==> src/rtl/hd_page_loader_if.sv <==
// Start request, HD read port and page write port of the program loader.
interface hd_page_loader_if #(
  parameter int DATA_W  = 32,
  parameter int HD_AW   = 10,
  parameter int PAGE_AW = 6,
  parameter int PID_W   = 5
);
  logic               Start;
  logic [PID_W-1:0]   StartPID;
  logic [HD_AW-1:0]   HDBase;
  logic [HD_AW-1:0]   HD_addr;
  logic [DATA_W-1:0]  HD_data;
  logic               Page_we;
  logic [PID_W-1:0]   Page_pid;
  logic [PAGE_AW-1:0] Page_addr;
  logic [DATA_W-1:0]  Page_data;
  logic               Busy;
  logic               Done;
  logic [PAGE_AW:0]   WordsLoaded;
  logic               Overflow;

  modport master (
    input  Start, StartPID, HDBase, HD_data,
    output HD_addr, Page_we, Page_pid, Page_addr, Page_data,
    output Busy, Done, WordsLoaded, Overflow
  );

  modport slave (
    output Start, StartPID, HDBase, HD_data,
    input  HD_addr, Page_we, Page_pid, Page_addr, Page_data,
    input  Busy, Done, WordsLoaded, Overflow
  );
endinterface

==> src/rtl/hd_page_loader.sv <==
// Copies one program image from HD into a process page, stopping at the halt
// opcode or when the page is full; Busy selects BIOS instructions meanwhile.
module hd_page_loader #(
  parameter int         DATA_W  = 32,
  parameter int         HD_AW   = 10,
  parameter int         PAGE_AW = 6,
  parameter int         PID_W   = 5,
  parameter int         RD_LAT  = 1,
  parameter logic [5:0] HALT_OP = 6'b111111
) (
  input logic              Clock,
  input logic              Reset,
  hd_page_loader_if.master bus
);
  localparam int CNT_W = 3;

  typedef enum logic [1:0] {IDLE, ISSUE, WAIT, FINISH} state_t;

  state_t             state;
  state_t             state_nx;
  logic [CNT_W-1:0]   cnt;
  logic [PAGE_AW-1:0] idx;
  logic [PID_W-1:0]   pid;
  logic [HD_AW-1:0]   base;
  logic [HD_AW-1:0]   hd_addr;
  logic               accept;
  logic               vld_p0;
  logic               halt_p0;
  logic               last_p0;
  logic               vld_p1;
  logic [PAGE_AW-1:0] addr_p1;
  logic [PID_W-1:0]   pid_p1;
  logic [DATA_W-1:0]  data_p1;
  logic [PAGE_AW:0]   words;
  logic               overflow;

  function automatic logic is_halt(input logic [DATA_W-1:0] word);
    return word[DATA_W-1 -: 6] == HALT_OP;
  endfunction

  always_ff @(posedge Clock) begin
    if (Reset) state <= IDLE;
    else       state <= state_nx;
  end

  always_comb begin
    state_nx = state;
    accept   = 1'b0;
    vld_p0   = 1'b0;
    last_p0  = 1'b0;
    halt_p0  = is_halt(bus.HD_data);
    case (state)
      IDLE: begin
        if (bus.Start) begin
          accept   = 1'b1;
          state_nx = ISSUE;
        end
      end
      ISSUE: state_nx = WAIT;
      WAIT: begin
        if (cnt == CNT_W'(RD_LAT - 1)) begin
          vld_p0   = 1'b1;
          last_p0  = halt_p0 || (&idx);
          state_nx = last_p0 ? FINISH : ISSUE;
        end
      end
      FINISH:  state_nx = IDLE;
      default: state_nx = IDLE;
    endcase
  end

  // p0 -> p1: the sampled HD word becomes the page write in the next cycle
  always_ff @(posedge Clock) begin
    if (Reset) begin
      cnt      <= '0;
      idx      <= '0;
      pid      <= '0;
      base     <= '0;
      hd_addr  <= '0;
      vld_p1   <= 1'b0;
      addr_p1  <= '0;
      pid_p1   <= '0;
      data_p1  <= '0;
      words    <= '0;
      overflow <= 1'b0;
    end else begin
      vld_p1 <= vld_p0;
      if (accept) begin
        pid      <= bus.StartPID;
        base     <= bus.HDBase;
        idx      <= '0;
        hd_addr  <= bus.HDBase;
        words    <= '0;
        overflow <= 1'b0;
      end
      if (state == ISSUE)     cnt <= '0;
      else if (state == WAIT) cnt <= cnt + CNT_W'(1);
      if (vld_p0) begin
        addr_p1 <= idx;
        pid_p1  <= pid;
        data_p1 <= bus.HD_data;
        if (last_p0) begin
          words    <= (PAGE_AW + 1)'(idx) + (PAGE_AW + 1)'(1);
          // A final word that is not a halt can only mean the page filled up
          overflow <= !halt_p0;
        end else begin
          idx     <= idx + PAGE_AW'(1);
          hd_addr <= base + HD_AW'(idx) + HD_AW'(1);
        end
      end
    end
  end

  assign bus.HD_addr     = hd_addr;
  assign bus.Page_we     = vld_p1;
  assign bus.Page_addr   = addr_p1;
  assign bus.Page_pid    = pid_p1;
  assign bus.Page_data   = data_p1;
  assign bus.Busy        = (state != IDLE);
  assign bus.Done        = (state == FINISH);
  assign bus.WordsLoaded = words;
  assign bus.Overflow    = overflow;
endmodule

==> src/flat_wrapper.sv <==
// flat-port wrapper written by rule: the top's interface ports become plain ports
module hd_page_loader_flat 
#(
  parameter int         DATA_W  = 32,
  parameter int         HD_AW   = 10,
  parameter int         PAGE_AW = 6,
  parameter int         PID_W   = 5,
  parameter int         RD_LAT  = 1,
  parameter logic [5:0] HALT_OP = 6'b111111
)
  (Clock, Reset, bus_Start, bus_StartPID, bus_HDBase, bus_HD_data, bus_HD_addr, bus_Page_we, bus_Page_pid, bus_Page_addr, bus_Page_data, bus_Busy, bus_Done, bus_WordsLoaded, bus_Overflow);
  hd_page_loader_if #(.DATA_W(DATA_W), .HD_AW(HD_AW), .PAGE_AW(PAGE_AW), .PID_W(PID_W)) bus_i ();
  input logic Clock;
  input logic Reset;
  input wire logic [$bits(bus_i.Start)-1:0] bus_Start;
  input wire logic [$bits(bus_i.StartPID)-1:0] bus_StartPID;
  input wire logic [$bits(bus_i.HDBase)-1:0] bus_HDBase;
  input wire logic [$bits(bus_i.HD_data)-1:0] bus_HD_data;
  output wire logic [$bits(bus_i.HD_addr)-1:0] bus_HD_addr;
  output wire logic [$bits(bus_i.Page_we)-1:0] bus_Page_we;
  output wire logic [$bits(bus_i.Page_pid)-1:0] bus_Page_pid;
  output wire logic [$bits(bus_i.Page_addr)-1:0] bus_Page_addr;
  output wire logic [$bits(bus_i.Page_data)-1:0] bus_Page_data;
  output wire logic [$bits(bus_i.Busy)-1:0] bus_Busy;
  output wire logic [$bits(bus_i.Done)-1:0] bus_Done;
  output wire logic [$bits(bus_i.WordsLoaded)-1:0] bus_WordsLoaded;
  output wire logic [$bits(bus_i.Overflow)-1:0] bus_Overflow;
  assign bus_i.Start = bus_Start;
  assign bus_i.StartPID = bus_StartPID;
  assign bus_i.HDBase = bus_HDBase;
  assign bus_i.HD_data = bus_HD_data;
  assign bus_HD_addr = bus_i.HD_addr;
  assign bus_Page_we = bus_i.Page_we;
  assign bus_Page_pid = bus_i.Page_pid;
  assign bus_Page_addr = bus_i.Page_addr;
  assign bus_Page_data = bus_i.Page_data;
  assign bus_Busy = bus_i.Busy;
  assign bus_Done = bus_i.Done;
  assign bus_WordsLoaded = bus_i.WordsLoaded;
  assign bus_Overflow = bus_i.Overflow;
  hd_page_loader #(.DATA_W(DATA_W), .HD_AW(HD_AW), .PAGE_AW(PAGE_AW), .PID_W(PID_W), .RD_LAT(RD_LAT), .HALT_OP(HALT_OP)) u_core (.Clock(Clock), .Reset(Reset), .bus(bus_i));
endmodule
==> config.mk <==
export PLATFORM = sky130hd
export DESIGN_NAME = hd_page_loader_flat
export DESIGN_NICKNAME = d
export VERILOG_FILES = /design/src/rtl/hd_page_loader_if.sv /design/src/rtl/hd_page_loader.sv /design/src/flat_wrapper.sv
export SDC_FILE = /design/constraint.sdc
export NUM_CORES = 1
export LEC_CHECK = 0
export ABC_CLOCK_PERIOD_IN_PS = 2200
export CORE_ASPECT_RATIO = 0.8
export CORE_MARGIN = 3
export CORE_UTILIZATION = 47
export DETAILED_ROUTE_END_ITERATION = 16
export MAX_ROUTING_LAYER = met4
export PLACE_DENSITY = 0.87
export SLEW_MARGIN = 40
export SYNTH_ARGS = -nofsm -noshare
export SYNTH_HDL_FRONTEND = slang
export SYNTH_SLANG_ARGS = --single-unit
==> constraint.sdc <==
create_clock -name Clock -period 2.2 [get_ports Clock]
set_input_delay 0.66 -clock Clock [delete_from_list [all_inputs] [get_ports Clock]]
set_output_delay 0.66 -clock Clock [all_outputs]
set_load 0.02 [all_outputs]
======== Word-level counts from Yosys, hierarchy flattened ========
Cells that the tools add are included.
operators by class
  $add $sub $neg .......................... 5
  eq/ne operators ......................... 6
  multiplexer cells ....................... 22
  reductions and logical operators ........ 8
operators with widths
  cell                   number
  $mux 10                3
  $mux 7                 3
  $mux 6                 3
  $add 10x1->10 const B  1
  $add 10x6->10          1
  $mux 1                 9
  $pmux 2 s4             1
  $add 6x1->7 const B    1
  $add 6x1->6 const B    1
  $eq 6x6->1 const B     1
  $mux 2                 3
  $reduce_and 6->1       1
  $eq 2x2->1 const B     2
  $add 3x1->3 const B    1
  $logic_not 3->1        1
  $eq 2x1->1 const B     1
  $logic_not 2->1        1
  $ne 2x1->1 const B     1
  $ne 2x2->1 const B     1
  $reduce_and 2->1       1
  $reduce_bool 2->1      1
  $reduce_or 2->1        1
  $logic_not 1->1        1
  $logic_or 1x1->1       1
word-level totals
  flip-flop bits (word level) ............. 88
  bits of input ports ..................... 50
  output and inout bits ................... 64
  word-level logic and storage cells ...... 53

======== Logic depth before layout (Yosys ltp) ========
Gate-level depths: netlist of run 1.
  depth in word-level cells ............... 6
  depth in mapped cells ................... 9
  gate-level depth less buffers ........... 9

======== Worst setup path before layout of run 1 ========
OpenSTA, ideal clock, no wires.
  kind .................................... register -> register
  from .................................... reg u_core.idx[0]
  to ...................................... reg u_core.hd_addr[8], in the netlist u_core.bus.HD_addr[8]
  setup time .............................. 0.086 ns
  arrival ................................. 1.737 ns
  data required time ...................... 2.114 ns
  path slack .............................. 0.378 ns
  cell stages (with the launch flop) ...... 10
  cells stage by stage .................... dfxtp_1 -> inv_1 -> ha_1 -> inv_1 -> fa_1 -> a211oi_1 -> o21ai_0 -> o2111ai_1 -> xor2_1 -> a211oi_1
between the ends
  word-level cells in the longest chain between the ends .. 6
  elaborated cells on any way between the ends .. 8
ends and longest elaborated chain
  item                                                                   line                   text
  start: declaration                                                     hd_page_loader.sv:22   logic [PAGE_AW-1:0] idx;
  start signal: assignment                                               hd_page_loader.sv:107  idx <= idx + PAGE_AW'(1);
  parallel branches: the longest is 4 deep, another holds $add 10x6->10  --
  $mux 10 *                                                              hd_page_loader.sv:102  if (last_p0) begin
  $mux 10 *                                                              hd_page_loader.sv:98   if (vld_p0) begin
  end signal: assignment                                                 hd_page_loader.sv:92   hd_addr <= bus.HDBase;
  end signal: assignment                                                 hd_page_loader.sv:108  hd_addr <= base + HD_AW'(idx) + HD_AW'(1);
  end: declaration                                                       hd_page_loader.sv:25   logic [HD_AW-1:0] hd_addr;
Mark *: on every way between the ends.
A chain may end at the register's enable or synchronous reset.

======== Final worst setup path of run 1 ========
  from .................................... reg u_core.state[0]
  to ...................................... out bus_Done
between the ends
  word-level cells in the longest chain between the ends .. 1
ends and longest elaborated chain
  item                      line                   text
  start: declaration        hd_page_loader.sv:19   state_t state;
  start signal: assignment  hd_page_loader.sv:43   else state <= state_nx;
  $eq 2x2->1                hd_page_loader.sv:120  assign bus.Done = (state == FINISH);
  end: declaration          flat_wrapper.sv:25     output wire logic [$bits(bus_i.Done)-1:0] bus_Done;
Every way passes these cells.

==> flow_summary.toml, run 1 <==
[worst_setup_path]
rr_endpoint = "u_core.bus.HD_addr[8]$_SDFF_PP0_"
r2r-start = "u_core.idx[0]$_SDFF_PP0_"
reg2reg_depth = 9
crit_chain = "and2_1, clkdlybuf4s50_1"
crit_family = "buffers and inverters"
rrSetupSlack_ns = 0.13
crit_buf_inv = 1
crit_slowest_cell = "clkdlybuf4s50_1"
crit_type = "flip-flop to output pin"
startpoint_type = "flip-flop"
slowest_delay_ns = 0.60
cp_max_fo = 3
endpoint_kind = "output pin"
crit_arrival_ns = 1.45
required_ns = 1.54

[pwr]
power_mw = 3.32
cellLeakagePower_nw = 1.88
comb_power_share = 0.152
p_int_mw = 2.43
seqPwrFrac = 0.510
p_per_area_nw_per_um2 = 632
p_clk_frac = 0.338
p_sw_frac = 0.266
netSwitchingPower_mw = 0.881
peakVddDrop_mv = 0.415

[floorplanning]
start_util = 0.496
row_count = 28
pin_count = 114
core_um2 = 7570
die_y_um = 85.9
die_x_um = 106
die_area_um2 = 9100

[sta]
period_share = 0.957
slew_violations = 0
hold_violations = 0
rsz0062_at_grt = "false"
finClkSkew_ns = 0.00851
hold_slack_ns = 0.460
fmax_ghz = 0.475
worst_pin_slew_ns = 0.406
relSlewSlack = 0.729
setup_viol = 0
final.min_clock_period_ns = 2.11

[place]
port_buffers = 113
gp_congestion = 0.920
hpwl_um = 7080
dpl.cell_count = 672

[logic_synthesis]
yosysWarnings = 0
syn_area_per_cell_um2 = 8.04
synth_top_area_cell = "dfxtp_1"
synth_nets = 527
synth.distinct_cells = 51
synthesis.area_um2 = 3750
async_flop_share = 0
synth_area_leaders = "dfxtp_1 (47%), nand2_1 (14%), a21oi_1 (11%)"
synth-main-ff-cell = "dfxtp_1"
synth_top_area_share = 0.469
synth_edf_count = 0
yosysSeqAreaShare = 0.469
syn_inst = 467
synth_seq_cells = 88

[cells_and_area]
layout_common_cells = "nand2_1 (139), clkdlybuf4s50_1 (112), dfxtp_1 (88)"
final_common_cell = "nand2_1"
fillCellCount = 604
multi_input_area_um2 = 1810
antennaDiodeCount = 0
drive_gt1_frac = 0.0823
seq_area_um2 = 1760
layoutNonFillerInstCount = 688
layout.nets = 638
layout-area-overhead-vs-synth_pct = 39.6
fin_util = 0.693

[grt]
grt_pass1_vias = 3552
antenna_found_initial = 0
grt-busiest-layer = "met2"
grt_first_pass_wirelength_um = 16400
grtUsageTotal = 0.228
use_met1 = 0.262
grt_overflow = 0
use_met3 = 0.0700
grtUsageMet2 = 0.389
grt_start_max_net_pins = 56

[clock_tree]
hold_buffers = 0
cts_tree = "built"
numCtsBuffers = 9
cts_setup_buffers = 0
clockBufferDepth = 2
cts.clk_slew.worst_paths_ns = 0.09
cts_resized = 0
h-tree-depth = 3
clockRootBuffer = "clkbuf_8"
cts.sinks = 88
clock_latency_ns = 0.36

[outcome]
status = "completed"

[routing]
dr.pass1.iters = 4
drt_iter0_markers = 212
route.detailed.drc = 0
wl_um = 10000
wl_per_cell_um = 14.6
via_count = 3578
detail-route-antenna-nets = 0
viasPerCell = 5.20

[min_path]
hp-class = "flip-flop to flip-flop"
hold_end = "u_core.bus.Page_data[11]$_SDFFE_PP0P_"
holdPathStages = 2
min-delay-start = "u_core.bus.Page_data[11]$_SDFFE_PP0P_"

[run]
drv_cap = 0
## layer usage
metal | up-vias | wire length, um
met5 | - | 0
met4 | 0 | 177
met3 | 20 | 591
met2 | 103 | 5000
met1 | 1665 | 4240
li1 | 1790 | -
## per-stage QoR
step / setup TNS, ns / worst slack, ns / area [um^2]
floorplan: 0 / 0.378 / 3750
global placement: -1.87 / -0.167 / 5040
detailed placement: -2.61 / -0.226 / 5040
CTS: 0 / 0.0619 / 5240
global route: 0 / 0.0125 / 5240
finish: 0 / 0.0945 / 5240
## logic make-up after synthesis
kind of cell | Yosys count | synth area share
flip-flops | 88 | 0.469
AND/OR/NAND/NOR | 204 | 0.245
XOR/XNOR | 11 | 0.0257
AO/OA/AOI/OAI | 112 | 0.167
buffers and inverters | 39 | 0.0500
adder cells (fa/ha/maj) | 10 | 0.0353
multiplexers | 3 | 0.00833
## cell type report
type	count	area share
clock buffers	10	0.0243
clock inverters	6	0.0131
inverters	7	0.00501
multi-input cells	340	0.345
flip-flops and latches	88	0.336
well taps	105	0.0251
repair buffers	132	0.252
## worst max-delay path by stage
stage                                      start                               end  slack [ns]  depth (start not counted)
finish              u_core.state[0]$_SDFFE_PP0P_                          bus_Done        0.09                          2
global route        u_core.state[1]$_SDFFE_PP0P_                          bus_Busy        0.01                          3
CTS                     u_core.idx[0]$_SDFF_PP0_  u_core.bus.HD_addr[8]$_SDFF_PP0_        0.06                          9
detailed placement               bus_HD_data[27]          u_core.idx[4]$_SDFF_PP0_       -0.23                          6
global placement                 bus_HD_data[27]          u_core.idx[4]$_SDFF_PP0_       -0.17                          6
floorplan               u_core.idx[0]$_SDFF_PP0_  u_core.bus.HD_addr[8]$_SDFF_PP0_        0.38                          9
## registers in the layout (all words and copies together) (netlist names)
register                cells
u_core.base                10
u_core.cnt                  3
u_core.bus.Overflow         1
u_core.bus.Page_addr        6
u_core.bus.Page_data       32
u_core.pid                  5
u_core.idx                  6
u_core.state                2
u_core.bus.Page_pid         5
u_core.bus.HD_addr         10
u_core.bus.WordsLoaded      7
u_core.bus.Page_we          1
## tightest hold or removal path: cells and delay by family (launching register included)
family / cells / cell delay [ns]
flops: 1 / 0.32
simple gates: 1 / 0.05
compound gates: 1 / 0.05
## synthesized netlist by cell type (2+ instances only)
cell type	n
a21o_1	2
buf_1	2
or3_1	4
inv_1	7
and2_1	2
nand2_1	139
buf_2	8
dfxtp_1	88
nand3b_1	3
ha_1	9
o21ai_0	9
nor2b_1	2
nor2_1	12
a31oi_1	4
buf_6	2
and3_1	3
nand3_1	17
nand2b_1	4
xor2_1	7
nor3_1	6
a211oi_1	4
a31o_2	2
mux2i_1	2
xnor2_1	4
nand3_2	2
clkbuf_1	17
a21oi_1	82
## power by group through the flow
stage / Clock, mW / Combinational, mW / Sequential (mW)
floorplan: 0 / 0.215 / 1.77
global placement: 0 / 0.491 / 1.72
detailed placement: 0 / 0.501 / 1.73
CTS: 1.14 / 0.505 / 1.69
global route: 1.21 / 0.546 / 1.70
finish: 1.12 / 0.504 / 1.69
(Power assumes the default switching activity.)
==> run 2, diff against run 1 <==
Settings changed: MAX_ROUTING_LAYER met4 to not set, RECOVER_POWER set to 100, SLEW_MARGIN 40 to 20.
==> run 2 against run 1 <==
  * Combinational power decreased by 5.2%
  * Sequential share of layout area rose by 0.24 points
  * First-iteration DRC count down 12%
  * Total power shrank 0.96%
  * Largest cell class unchanged
  * Largest power group unchanged
==> flow_summary.toml, run 2 (synthesis gave the netlist of run 1 again) <==
[routing]
drt_iter0_markers = 186
via_count = 3568
detail-route-antenna-nets = 0
dr.pass1.iters = 4
viasPerCell = 5.19
wl_per_cell_um = 14.5
route.detailed.drc = 0
wl_um = 10000

[place]
hpwl_um = 7080
port_buffers = 113
gp_congestion = 0.904
dpl.cell_count = 672

[floorplanning]
core_um2 = 7570
die_y_um = 85.9
die_x_um = 106
pin_count = 114
row_count = 28
start_util = 0.496
die_area_um2 = 9100

[cells_and_area]
fillCellCount = 613
layout.nets = 638
multi_input_area_um2 = 1810
largest_register_ffs = 32
seq_area_um2 = 1760
layout-area-overhead-vs-synth_pct = 38.6
final_common_cell = "nand2_1"
layout_common_cells = "nand2_1 (139), dfxtp_1 (88), a21oi_1 (82)"
antennaDiodeCount = 0
drive_gt1_frac = 0.0789
fin_util = 0.688
layoutNonFillerInstCount = 688

[pwr]
peakVddDrop_mv = 0.411
cellLeakagePower_nw = 2.07
p_per_area_nw_per_um2 = 631
power_mw = 3.28

[worst_setup_path]
crit_type = "flip-flop to output pin"
cp_max_fo = 3
slowest_delay_ns = 0.60
rrSetupSlack_ns = 0.15
crit_arrival_ns = 1.44
crit_chain = "and2_1, clkdlybuf4s50_1"
startpoint_type = "flip-flop"
crit_slowest_cell = "clkdlybuf4s50_1"
required_ns = 1.54
endpoint_kind = "output pin"
crit_family = "buffers and inverters"
crit_buf_inv = 1

[clock_tree]
cts.clk_slew.worst_paths_ns = 0.09
cts.sinks = 88
hold_buffers = 0
clock_latency_ns = 0.36
h-tree-depth = 3
clockRootBuffer = "clkbuf_8"
numCtsBuffers = 9
cts_tree = "built"
clockBufferDepth = 2

[outcome]
status = "completed"

[sta]
period_share = 0.956
hold_violations = 0
slew_violations = 0
finClkSkew_ns = 0.00789
relSlewSlack = 0.406
worst_pin_slew_ns = 0.891
fmax_ghz = 0.476
setup_viol = 0
rsz0062_at_grt = "false"
hold_slack_ns = 0.456
final.min_clock_period_ns = 2.10

[grt]
antenna_found_initial = 0
grt_first_pass_wirelength_um = 16400
grtUsageTotal = 0.221
grt_pass1_vias = 3542
grt_start_max_net_pins = 56
grt_overflow = 0

[run]
drv_cap = 0

[min_path]
hp-class = "flip-flop to flip-flop"
[run 2: cell types whose count changed in the layout (fill, tap and decap cells not counted), sizes merged]
| cell | delta |
|---|---|
| buf | -7 |
| clkbuf | +7 |
| clkdlybuf4s50 | -63 |
| dlygate4sd3 | +63 |
[run 2: worst min-delay path: cells and delay by family (launching register included)]
family             cells  cell delay [ns]
DFF                    1             0.32
and+or+nand+nor        1             0.05
AOI/OAI and AO/OA      1             0.05
[run 2: path summary, 6_finish.rpt]
kind                                                             from                               endpoint  cells after the start
worst max register to register               u_core.idx[0]$_SDFF_PP0_       u_core.bus.HD_addr[8]$_SDFF_PP0_                      9
worst min-delay path            u_core.bus.Page_data[11]$_SDFFE_PP0P_  u_core.bus.Page_data[11]$_SDFFE_PP0P_                      2
worst min register to register  u_core.bus.Page_data[11]$_SDFFE_PP0P_  u_core.bus.Page_data[11]$_SDFFE_PP0P_                      2
worst max-delay path                     u_core.state[0]$_SDFFE_PP0P_                               bus_Done                      2
[run 2: metrics by stage]
step,setup WS (ns),instance area (um^2),setup TNS (ns)
after floorplan,0.378,3750,0
after global placement,-0.167,5040,-1.87
after detailed placement,-0.226,5040,-2.61
after CTS,0.0619,5240,0
after global routing,0.00925,5200,0
final,0.0974,5200,0
[run 2: area by class of cell]
| type | count | share of cell area |
|---|---|---|
| Multi-Input combinational cell | 340 | 0.347 |
| Tap cell | 105 | 0.0252 |
| Clock buffer | 10 | 0.0245 |
| Inverter | 7 | 0.00505 |
| Timing Repair Buffer | 132 | 0.246 |
| Clock inverter | 6 | 0.0132 |
| Sequential cell | 88 | 0.338 |
[run 2: metal layers]
metal	global-route usage	wire (um)	up-vias
li1	-	-	1795
met1	0.259	4180	1649
met2	0.389	4940	104
met3	0.0760	691	20
met4	0.0612	184	0
met5	0	0	-
[run 2: what timing repair did]
| action | 4_1_cts | 5_1_grt |
|---|---|---|
| buffers inserted | 0 | 0 |
| setup endpoints to repair | 0 | 2 |
| gates resized for setup | 0 | 2 |
[run 2: where the power goes]
group          switching [mW]  leakage, nW  internal (mW)
Sequential             0.0359        0.715           1.65
Clock                   0.587       0.0968          0.531
Combinational           0.251         1.25          0.226
==> run 3, diff against run 2 <==
Settings changed: CELL_PAD_IN_SITES_DETAIL_PLACEMENT set to 0, CELL_PAD_IN_SITES_GLOBAL_PLACEMENT set to 1, CORE_UTILIZATION 47 to 34.
==> run 3 against run 2 <==
  * Cell count rose by 5.5%
  * Maximum frequency is 0.44% higher
  * Sequential power hardly changed
  * Clock power grew 32%
  * First-iteration DRC count up 1.6%
==> flow_summary.toml, run 3 (synthesis gave the netlist of run 1 again) <==
[outcome]
status = "completed"

[sta]
slew_violations = 0
relSlewSlack = 0.463
worst_pin_slew_ns = 0.806
hold_violations = 0
period_share = 0.952
rsz0062_at_grt = "false"
setup_viol = 0
final.min_clock_period_ns = 2.09
finClkSkew_ns = 0.00511
fmax_ghz = 0.478

[clock_tree]
cts.sinks = 88
clockBufferDepth = 2
hold_buffers = 0
cts.clk_slew.worst_paths_ns = 0.06
cts_setup_buffers = 0
clock_latency_ns = 0.33
cts_tree = "built"
clockRootBuffer = "clkbuf_16"
cts_resized = 0
numCtsBuffers = 9
h-tree-depth = 3

[grt]
grtUsageTotal = 0.165
antenna_found_initial = 0
grt_pass1_vias = 3485
grt_overflow = 0
grt_start_max_net_pins = 41
grt_first_pass_wirelength_um = 16400

[place]
hpwl_um = 7360
port_buffers = 113
place_area_um2 = 5110
gp_congestion = 0.784

[cells_and_area]
drive_gt1_frac = 0.0802
fin_util = 0.514
design_area_um2 = 5390
seq_area_um2 = 1760
multi_input_area_um2 = 1820
fillCellCount = 1022
largest_register_ffs = 32
antennaDiodeCount = 0
layout.nets = 641
layout-area-overhead-vs-synth_pct = 43.5
layout_common_cells = "nand2_1 (139), dfxtp_1 (88), a21oi_1 (82)"
final_common_cell = "nand2_1"

[routing]
via_count = 3519
route.detailed.drc = 0
wl_um = 10200
detail-route-antenna-nets = 0
drt_iter0_markers = 189
dr.pass1.iters = 5
viasPerCell = 4.85
wl_per_cell_um = 14.0

[floorplanning]
core_um2 = 10500
die_y_um = 100
start_util = 0.358
pin_count = 114
die_x_um = 123
die_area_um2 = 12300
row_count = 33

[worst_setup_path]
crit_buf_inv = 1
crit_family = "buffers and inverters"
required_ns = 1.54
slowest_delay_ns = 0.60
startpoint_type = "flip-flop"
crit_chain = "and2_1, clkdlybuf4s50_1"
crit_arrival_ns = 1.43
crit_slowest_cell = "clkdlybuf4s50_1"
cp_max_fo = 4
crit_type = "flip-flop to output pin"
endpoint_kind = "output pin"

[run]
drv_cap = 0

[pwr]
cellLeakagePower_nw = 2.12
p_per_area_nw_per_um2 = 678
peakVddDrop_mv = 0.451

[min_path]
hp-class = "flip-flop to flip-flop"
[run 3: cell types whose count changed in the layout (fill, tap and decap cells not counted), moves of 3 or more]
cell / previous run / this run
a211oi_1: 4 / 1
clkbuf_1: 3 / 7
clkbuf_16: 0 / 9
clkbuf_8: 9 / 0
a211oi_2: 0 / 3
[run 3: worst register-to-register path: cells and delay by family (launching register included)]
kind / cells / cell delay (ns)
compound gates: 4 / 0.59
xor+xnor: 1 / 0.22
fa+ha+maj: 2 / 0.60
buf+inv: 2 / 0.16
flops: 1 / 0.37
[run 3: layer usage]
metal  global-route usage  up-vias  share of wire
met1                0.199     1634           0.42
li1                     -     1796              -
met5                    0        -              0
met3               0.0682        8          0.083
met2                0.274       81           0.49
met4               0.0409        0         0.0095
[run 3: worst paths after layout]
check,start,slack (ns),end,cells past startpoint
worst max-delay path,u_core.state[1]$_SDFFE_PP0P_,0.11,bus_Done,2
worst min-delay path,u_core.bus.Page_data[14]$_SDFFE_PP0P_,0.45,u_core.bus.Page_data[14]$_SDFFE_PP0P_,2
worst max register to register,u_core.idx[0]$_SDFF_PP0_,0.14,u_core.bus.HD_addr[8]$_SDFF_PP0_,9
worst min register to register,u_core.bus.Page_data[14]$_SDFFE_PP0P_,0.45,u_core.bus.Page_data[14]$_SDFFE_PP0P_,2
[run 3: layout make-up]
type | count | share of cell area
Timing Repair Buffer | 135 | 0.244
Sequential cell | 88 | 0.327
Tap cell | 140 | 0.0325
Multi-Input combinational cell | 340 | 0.338
Inverter | 7 | 0.00488
Clock buffer | 11 | 0.0432
Clock inverter | 5 | 0.0107
[run 3: stage by stage]
step,power (mW),setup slack [ns],TNS [ns],instances,hold slack [ns]
floorplan,1.98,0.378,0,467,0.432
global placement,2.22,-0.202,-2.33,710,0.439
detailed placement,2.23,-0.293,-3.25,710,0.446
CTS,3.73,0.0503,0,726,0.455
global route,3.82,0.0216,0,726,0.469
finish,3.66,0.107,0,726,0.450
[run 3: power breakdown]
part           internal [mW]  switching, mW  leakage [nW]
Clock                  0.878          0.604         0.132
Sequential              1.65         0.0352         0.715
Combinational          0.229          0.255          1.27
